==> config.mk <==
export PLATFORM = sky130hd
export DESIGN_NAME = i2s_tx_serializer
export DESIGN_NICKNAME = d
export VERILOG_FILES = /design/src/rtl/i2s_tx_serializer.sv
export SDC_FILE = /design/constraint.sdc
export NUM_CORES = 1
export LEC_CHECK = 0
export BUFFER_PORTS_ARGS = -buffer_cell sky130_fd_sc_hd__buf_2
export CAP_MARGIN = 20
export CORE_ASPECT_RATIO = 0.6
export CORE_UTILIZATION = 55
export DETAILED_ROUTE_END_ITERATION = 12
export PLACE_DENSITY_LB_ADDON = 0.05
export SYNTH_ARGS = -nofsm -noshare
export SYNTH_HDL_FRONTEND = slang
export SYNTH_SLANG_ARGS = --single-unit
==> constraint.sdc <==
create_clock -name Clk -period 2.98 [get_ports Clk]
set_input_delay 0.298 -clock Clk [delete_from_list [all_inputs] [get_ports Clk]]
set_output_delay 0.298 -clock Clk [all_outputs]
set_load 0.03 [all_outputs]
==> src/rtl/i2s_tx_serializer.sv <==
// I2S transmit serializer, SCLK domain.
// Detects each rising edge of the synchronized new-sample strobe, holds the
// stereo pair in a pending buffer, and shifts it out MSB-first in standard
// I2S framing (data starts one bit after the LRCK edge). LRCK, a frame-start
// pulse, and underrun/overrun pulses are generated alongside.
//
// Optional feature macro: I2S_TX_UNDERRUN_MUTE_EN
//   defined   - a frame with no new sample is transmitted as silence
//   undefined - a frame with no new sample repeats the previous pair
module i2s_tx_serializer #(
    parameter int DATA_WIDTH = 16,
    parameter int SLOT_WIDTH = 32
) (
    input  logic                  Clk,
    input  logic                  Rst_N,
    input  logic                  Sample_Strobe,
    input  logic [DATA_WIDTH-1:0] Sample_Left,
    input  logic [DATA_WIDTH-1:0] Sample_Right,
    output logic                  Lrclk,
    output logic                  Sdata,
    output logic                  Frame_Start,
    output logic                  Underrun,
    output logic                  Overrun
);

    localparam int FRAME_LEN = 2 * SLOT_WIDTH;
    localparam int POS_W     = $clog2(FRAME_LEN);
    localparam int IDX_W     = $clog2(DATA_WIDTH);

    localparam logic [POS_W-1:0] LAST_POS = POS_W'(FRAME_LEN - 1);
    localparam logic [POS_W-1:0] SLOT_POS = POS_W'(SLOT_WIDTH);
    localparam logic [POS_W-1:0] DATA_POS = POS_W'(DATA_WIDTH);

    // pos_q is the frame position the outputs will show after the next edge.
    // The cycle that just ended therefore sat at pos_q-1, so pos_q == 0 marks
    // the end of the last cycle of a frame (the load cycle).
    logic [POS_W-1:0]      pos_q, pos_d;
    logic                  run_q;
    logic                  strobe_prev_q;
    logic                  pend_v_q, pend_v_d;
    logic [DATA_WIDTH-1:0] pend_l_q, pend_l_d;
    logic [DATA_WIDTH-1:0] pend_r_q, pend_r_d;
    logic [DATA_WIDTH-1:0] tx_l_q, tx_l_d;
    logic [DATA_WIDTH-1:0] tx_r_q, tx_r_d;
    logic                  lrclk_q, lrclk_d;
    logic                  sdata_q, sdata_d;
    logic                  frame_start_q, frame_start_d;
    logic                  underrun_q, underrun_d;
    logic                  overrun_q, overrun_d;

    logic                  load;
    logic                  strobe_rise;
    logic [POS_W-1:0]      slot_pos;
    logic [DATA_WIDTH-1:0] cur_word;
    logic [IDX_W-1:0]      bit_idx;

    // The very first edge after reset starts frame 0; no frame ended there,
    // so no load (and no underrun) happens on it.
    assign load        = run_q && (pos_q == '0);
    assign strobe_rise = Sample_Strobe && !strobe_prev_q;

    // Position counter, pending buffer and frame-register next state.
    always_comb begin
        // NOTE: every signal gets a default before any branch so no path
        // leaves it unassigned; that is what keeps this block latch-free.
        pos_d      = (pos_q == LAST_POS) ? '0 : pos_q + POS_W'(1);
        pend_v_d   = pend_v_q;
        pend_l_d   = pend_l_q;
        pend_r_d   = pend_r_q;
        tx_l_d     = tx_l_q;
        tx_r_d     = tx_r_q;
        underrun_d = 1'b0;
        overrun_d  = 1'b0;

        if (load) begin
            if (pend_v_q) begin
                tx_l_d   = pend_l_q;
                tx_r_d   = pend_r_q;
                pend_v_d = 1'b0;
            end else begin
                underrun_d = 1'b1;
`ifdef I2S_TX_UNDERRUN_MUTE_EN
                tx_l_d = '0;
                tx_r_d = '0;
`else
                tx_l_d = tx_l_q;
                tx_r_d = tx_r_q;
`endif
            end
        end

        // Evaluated after the load so a simultaneous load consumes the old
        // pair first; overrun only flags a pair that is really lost.
        if (strobe_rise) begin
            overrun_d = pend_v_d;
            pend_l_d  = Sample_Left;
            pend_r_d  = Sample_Right;
            pend_v_d  = 1'b1;
        end
    end

    // Output mapping for the position about to be shown.
    always_comb begin
        lrclk_d       = (pos_q >= SLOT_POS);
        slot_pos      = lrclk_d ? (pos_q - SLOT_POS) : pos_q;
        cur_word      = lrclk_d ? tx_r_q : tx_l_q;
        bit_idx       = IDX_W'(DATA_POS - slot_pos);
        sdata_d       = ((slot_pos != '0) && (slot_pos <= DATA_POS)) ? cur_word[bit_idx] : 1'b0;
        frame_start_d = (pos_q == '0);
    end

    // Control state, frame registers and registered outputs, synchronously reset.
    always_ff @(posedge Clk) begin
        // NOTE: sequential state uses non-blocking assignments so every
        // register samples the pre-edge values regardless of statement order.
        if (!Rst_N) begin
            pos_q         <= '0;
            run_q         <= 1'b0;
            strobe_prev_q <= 1'b0;
            pend_v_q      <= 1'b0;
            tx_l_q        <= '0;
            tx_r_q        <= '0;
            lrclk_q       <= 1'b0;
            sdata_q       <= 1'b0;
            frame_start_q <= 1'b0;
            underrun_q    <= 1'b0;
            overrun_q     <= 1'b0;
        end else begin
            pos_q         <= pos_d;
            run_q         <= 1'b1;
            strobe_prev_q <= Sample_Strobe;
            pend_v_q      <= pend_v_d;
            tx_l_q        <= tx_l_d;
            tx_r_q        <= tx_r_d;
            lrclk_q       <= lrclk_d;
            sdata_q       <= sdata_d;
            frame_start_q <= frame_start_d;
            underrun_q    <= underrun_d;
            overrun_q     <= overrun_d;
        end
    end

    // Pending sample data, qualified by pend_v_q.
    always_ff @(posedge Clk) begin
        // NOTE: pure data registers with a separate valid flag are left
        // unreset; the cleared valid bit already discards their contents.
        pend_l_q <= pend_l_d;
        pend_r_q <= pend_r_d;
    end

    assign Lrclk       = lrclk_q;
    assign Sdata       = sdata_q;
    assign Frame_Start = frame_start_q;
    assign Underrun    = underrun_q;
    assign Overrun     = overrun_q;

endmodule
; Word level (Yosys, flattened, before mapping)
; Cells that the tools add are included.
; W data, S select, Z words.
[word_totals]
regBits = 78
elab_cells = 40
[classes]
n_addsub = 3
magnitude_cmp = 3
n_eq_ne = 1
n_mux = 8
n_bitwise = 1
reduce_logical = 11
[op_table]
columns = cell, n
row1 = $mux W16, 1
row2 = $reduce_and A2 Y1, 4
row3 = $add A6 B1 Y6 const B, 1
row4 = $eq A6 B6 Y1 const B, 1
row5 = $ge A6 B6 Y1 const B, 1
row6 = $le A6 B5 Y1 const B, 1
row7 = $logic_not A6 Y1, 1
row8 = $mux W6, 1
row9 = $reduce_bool A6 Y1, 1
row10 = $sub A6 B6 Y6 const B, 1
row11 = $lt A4 B5 Y1 const B, 1
row12 = $mux W1, 5
row13 = $bmux W1 S4, 1
row14 = $sub A1 B4 Y4 const A, 1
row15 = $logic_and A1 B1 Y1, 3
row16 = $reduce_or A2 Y1, 1
row17 = $logic_not A1 Y1, 1
row18 = $not A1 Y1, 1

; Longest topological paths before layout
[depth]
depth_word = 5
mapped_depth = 9
depth_no_buf = 6

; Worst setup path before layout
; No wires, ideal clock.
[synth_path]
kind = in2reg
startpoint = in Sample_Strobe
endpoint = reg pend_l_q[0], enable pin
arrival_ns = 1.796
required_time_ns = 2.553
slack_ns = 0.757
stages = 1
path_buffers = 0
cell_sequence = nor2b_1
[synth_via]
elab_chain_len = 1
[synth_lines]
columns = item, line_no
row1 = "start, declared", 16  ; input logic Sample_Strobe,
row2 = $logic_and A1 B1 Y1, 60  ; assign strobe_rise = Sample_Strobe && !strobe_prev_q;
row3 = "end signal, assigned", 147  ; pend_l_q <= pend_l_d;
row4 = "end, declared", 41  ; logic [DATA_WIDTH-1:0] pend_l_q, pend_l_d;
; Every way passes these cells.
; A chain may end at the register's enable or synchronous reset.

; Worst setup path after layout
[layout_path]
startpoint = reg pos_q[1]
endpoint = reg sdata_q, in the netlist Sdata
[layout_via]
elab_chain_len = 5
word_cells_on_any_way = 11
[layout_lines]
columns = item, line_no
row1 = "start, declared", 37  ; logic [POS_W-1:0] pos_q, pos_d;
row2 = "start signal, assigned", 129  ; pos_q <= pos_d;
row3 = $sub A6 B6 Y6 or $ge A6 B6 Y1 (tied branches), "105, 104"
row4 = $mux W6, 105  ; slot_pos = lrclk_d ? (pos_q - SLOT_POS) : pos_q;
row5 = $sub A1 B4 Y4 (tied with other cells), 107  ; bit_idx = IDX_W'(DATA_POS - slot_pos);
row6 = $bmux W1 S4 or $logic_and A1 B1 Y1 (tied branches), 108  ; sdata_d = ((slot_pos != '0) && (slot_pos <= DATA_POS)) ? cur_word[bit_idx] : 1'b0;
row7 = $mux W1 (not written as such) or $reduce_and A2 Y1 (tied branches), n/a
row8 = "end signal, assigned", 136  ; sdata_q <= sdata_d;
row9 = "end, declared", 46  ; logic sdata_q, sdata_d;
; Several ways; a longest one is shown, not always the timed one. The select of a mux whose other input is x is not followed.

==> results_dict.tcl <==
set metrics [dict create \
    outcome "finished clean" \
    clk_latency_ps 350 \
    portBuffers 39 \
    clk_pin_slew_ps 80 \
    wl_met3_um 273 \
    cp.arrival_ps 2280 \
    hold-path-cell-count 1 \
    synth-simple-area-share 0.132 \
    final_layout_size_suffix_gt1_frac 0.238 \
    vias 1717 \
    crit_slowest_cell "mux4_2" \
    rr_endpoint "Sdata" \
    path_cells "inv_1, ha_1, inv_1, mux4_2, a21boi_1, a2111oi_2" \
    syn_area_per_cell_um2 13.7 \
    grt_pass1_wl_mm 7.64 \
    skew_ps 5.11 \
    post-route-period-util 0.683 \
    synth.most_common_cell "dfxtp_1" \
    cts_buffers 9 \
    synth_compound_area_frac 0.0225 \
    layout_min_cycle_time_ps 2030 \
    nFillCells 423 \
    cts_max_path_buffers 2 \
    holdBufCountCts 0 \
    highest_layer "met4" \
    grt_max_degree 44 \
    postSynth.asyncResetShare 0 \
    num_rows 20 \
    crit_top_cell "inv_1" \
    synth_top_family_by_area "multiplexers" \
    peakVddDrop_mv 0.355 \
    die_x_um 98.3 \
    crit_buf_inv 2 \
    cp_max_fo 6 \
    fmax_mhz 492 \
    tritoncts "built" \
    maxSlewViolCount 0 \
    r2r-start "pos_q[1]" \
    synthCells 223 \
    setup.worst_path.start_class "flop" \
    drt_iter0_drc 65 \
    nNetsFinal 301 \
    rrSetupSlack_ps 950 \
    ys_seq_elements 78 \
    antenna_found_initial 0 \
    post-place-cells 319 \
    whs_endpoint "pend_r_q[1]" \
    yosys_most_used_dff "dfxtp_1" \
    postCtsResizedCells 0 \
    slowest_delay_ps 540 \
    ys_seq_area_frac 0.614 \
    synth_enable_flop_cells 32 \
    initial_utilization 0.588 \
    yosysWarnings 0 \
    grt_pass1_vias 1627 \
    wl_per_cell_um 13.9 \
    cp.required_ps 3230 \
    postCtsSetupBuffers 0 \
    tightest_slew_ps 775 \
    final_antenna_net_count 0 \
    dpl.hpwl_mm 2.99 \
    rsz0062_at_grt "no" \
    reg2regPathDepth 6 \
    ys_top_cells_by_area "edfxtp_1 31%, dfxtp_1 30%, mux2i_1 12%" \
    final.setup.tns_ps 0 \
    finalSetupViolCount 0 \
    hold_path_class "input pin to flop" \
    yosysTopAreaCell "edfxtp_1" \
    yosys.area.top_type_share 0.314 \
    finalWirelength_mm 4.66 \
    via_per_inst 5.13 \
    drv_cap 0 \
    die_y_um 59.8 \
    synthesis.nets 260 \
    crit_path_end_kind "flop" \
    drc 0 \
    yosys-top-cells-count "46 x dfxtp_1, 38 x mux2i_1, 35 x nor2b_1" \
    overflow 0 \
    io_pins 40 \
    grt_util_all_layers 0.181 \
    h-tree-depth 3 \
    wl_met2_mm 2.00 \
    antenna_cells 0 \
    power_density_nw_per_um2 616 \
    core_area_um2 5200 \
    synth_adder_area_share 0.00817 \
    crit_type "flop to flop" \
    finalHoldViolCount 0 \
    clockRootBuffer "clkbuf_8" \
    synth_mux_area_frac 0.178 \
    drt-met1-wl_mm 2.35 \
    first_pass_iters 6 \
    hold_start "Sample_Right[1]" \
    fp.dieArea_um2 5880 \
    finalWeightedCongestion 0.778 \
    syn_to_final_growth_pct 14.2 \
    syn_area_um2 3060 \
    yosys.area_share.xor_xnor 0.0172 \
    layoutNonFillerInstCount 335 \
    synth_cell_type_count 35 \
    power_leakage_nw 1.52 \
    crit_family "multiplexers" \
    relSlewSlack 0.481 \
    cts.sinks 78 \
]
[worst reg2reg max path, cell delays in order, from the launching register on]
cell and delay [ps]:
dfxtp_1 410, inv_1 60, ha_1 370, inv_1 220, mux4_2 540, a21boi_1 150
a2111oi_2 190
[cell families after synthesis]
group,after synthesis
flops,78
buf+inv,15
simple gates,67
xor+xnor,6
compound gates,10
mux,45
fa+ha+maj,2
[sequential cells by signal, summed over array words and instances, names as in the netlist, 6 cells and up]
signal,flops
pend_l_q,16
pend_r_q,16
pos_q,6
tx_l_q,16
tx_r_q,16
[placed cells by master (no fill, tap or decap), types with 2 or more instances in the layout]
master / n
clkinvlp_4: 3
ha_1: 2
mux4_1: 5
nor2_1: 6
xor2_1: 3
clkbuf_8: 10
nor2b_1: 34
mux2i_1: 38
nand2_1: 5
or3_1: 2
edfxtp_1: 32
o21ai_0: 3
and2_1: 4
buf_2: 39
nand3_1: 6
buf_4: 3
a31oi_1: 2
xnor2_1: 3
inv_1: 3
dfxtp_1: 46
a21oi_1: 2
[through the flow]
| stage | hold slack, ps | utilization | power (mW) | area (µm²) | setup WS, ps |
|---|---|---|---|---|---|
| after floorplan | 326 | - | 1.33 | 3060 | 757 |
| after global placement | 474 | 0.632 | 1.38 | 3290 | 979 |
| final | 118 | 0.672 | 2.15 | 3500 | 946 |
| after global routing | 85.8 | 0.672 | 2.25 | 3500 | 810 |
| after detailed placement | 476 | 0.632 | 1.38 | 3290 | 963 |
| after CTS | 99.3 | 0.672 | 2.18 | 3500 | 934 |
[per-layer routing]
layer,vias to the layer above,global-route usage
met5,-,0
met4,0,0.0704
met3,4,0.0854
met2,46,0.279
met1,788,0.226
li1,879,-
[where the power goes]
part / internal, mW / total, mW / switching [mW]
Clock: 0.413 / 0.795 / 0.382
Combinational: 0.0822 / 0.175 / 0.0925
Sequential: 1.16 / 1.18 / 0.0215
Total: 1.66 / 2.15 / 0.496
[layout make-up]
type                       count  area [µm²]  area share
clock buffer                  10         138      0.0393
clock inverter                 6        70.1      0.0200
inverter                       3        11.3     0.00322
multi-input combinational    130        1100       0.314
sequential                    78        1880       0.538
tap                           66        82.6      0.0236
timing repair buffer          42         218      0.0622
[worst max path at each step]
stage,start,cells past startpoint,end
2_1_floorplan,Sample_Strobe,1,pend_l_q[0]
3_3_place_gp,pos_q[1],6,Sdata
3_5_place_dp,pos_q[1],6,Sdata
4_1_cts,pos_q[1],6,Sdata
5_1_grt,pos_q[1],6,Sdata
6_report,pos_q[1],6,Sdata
(Power assumes the default switching activity.)
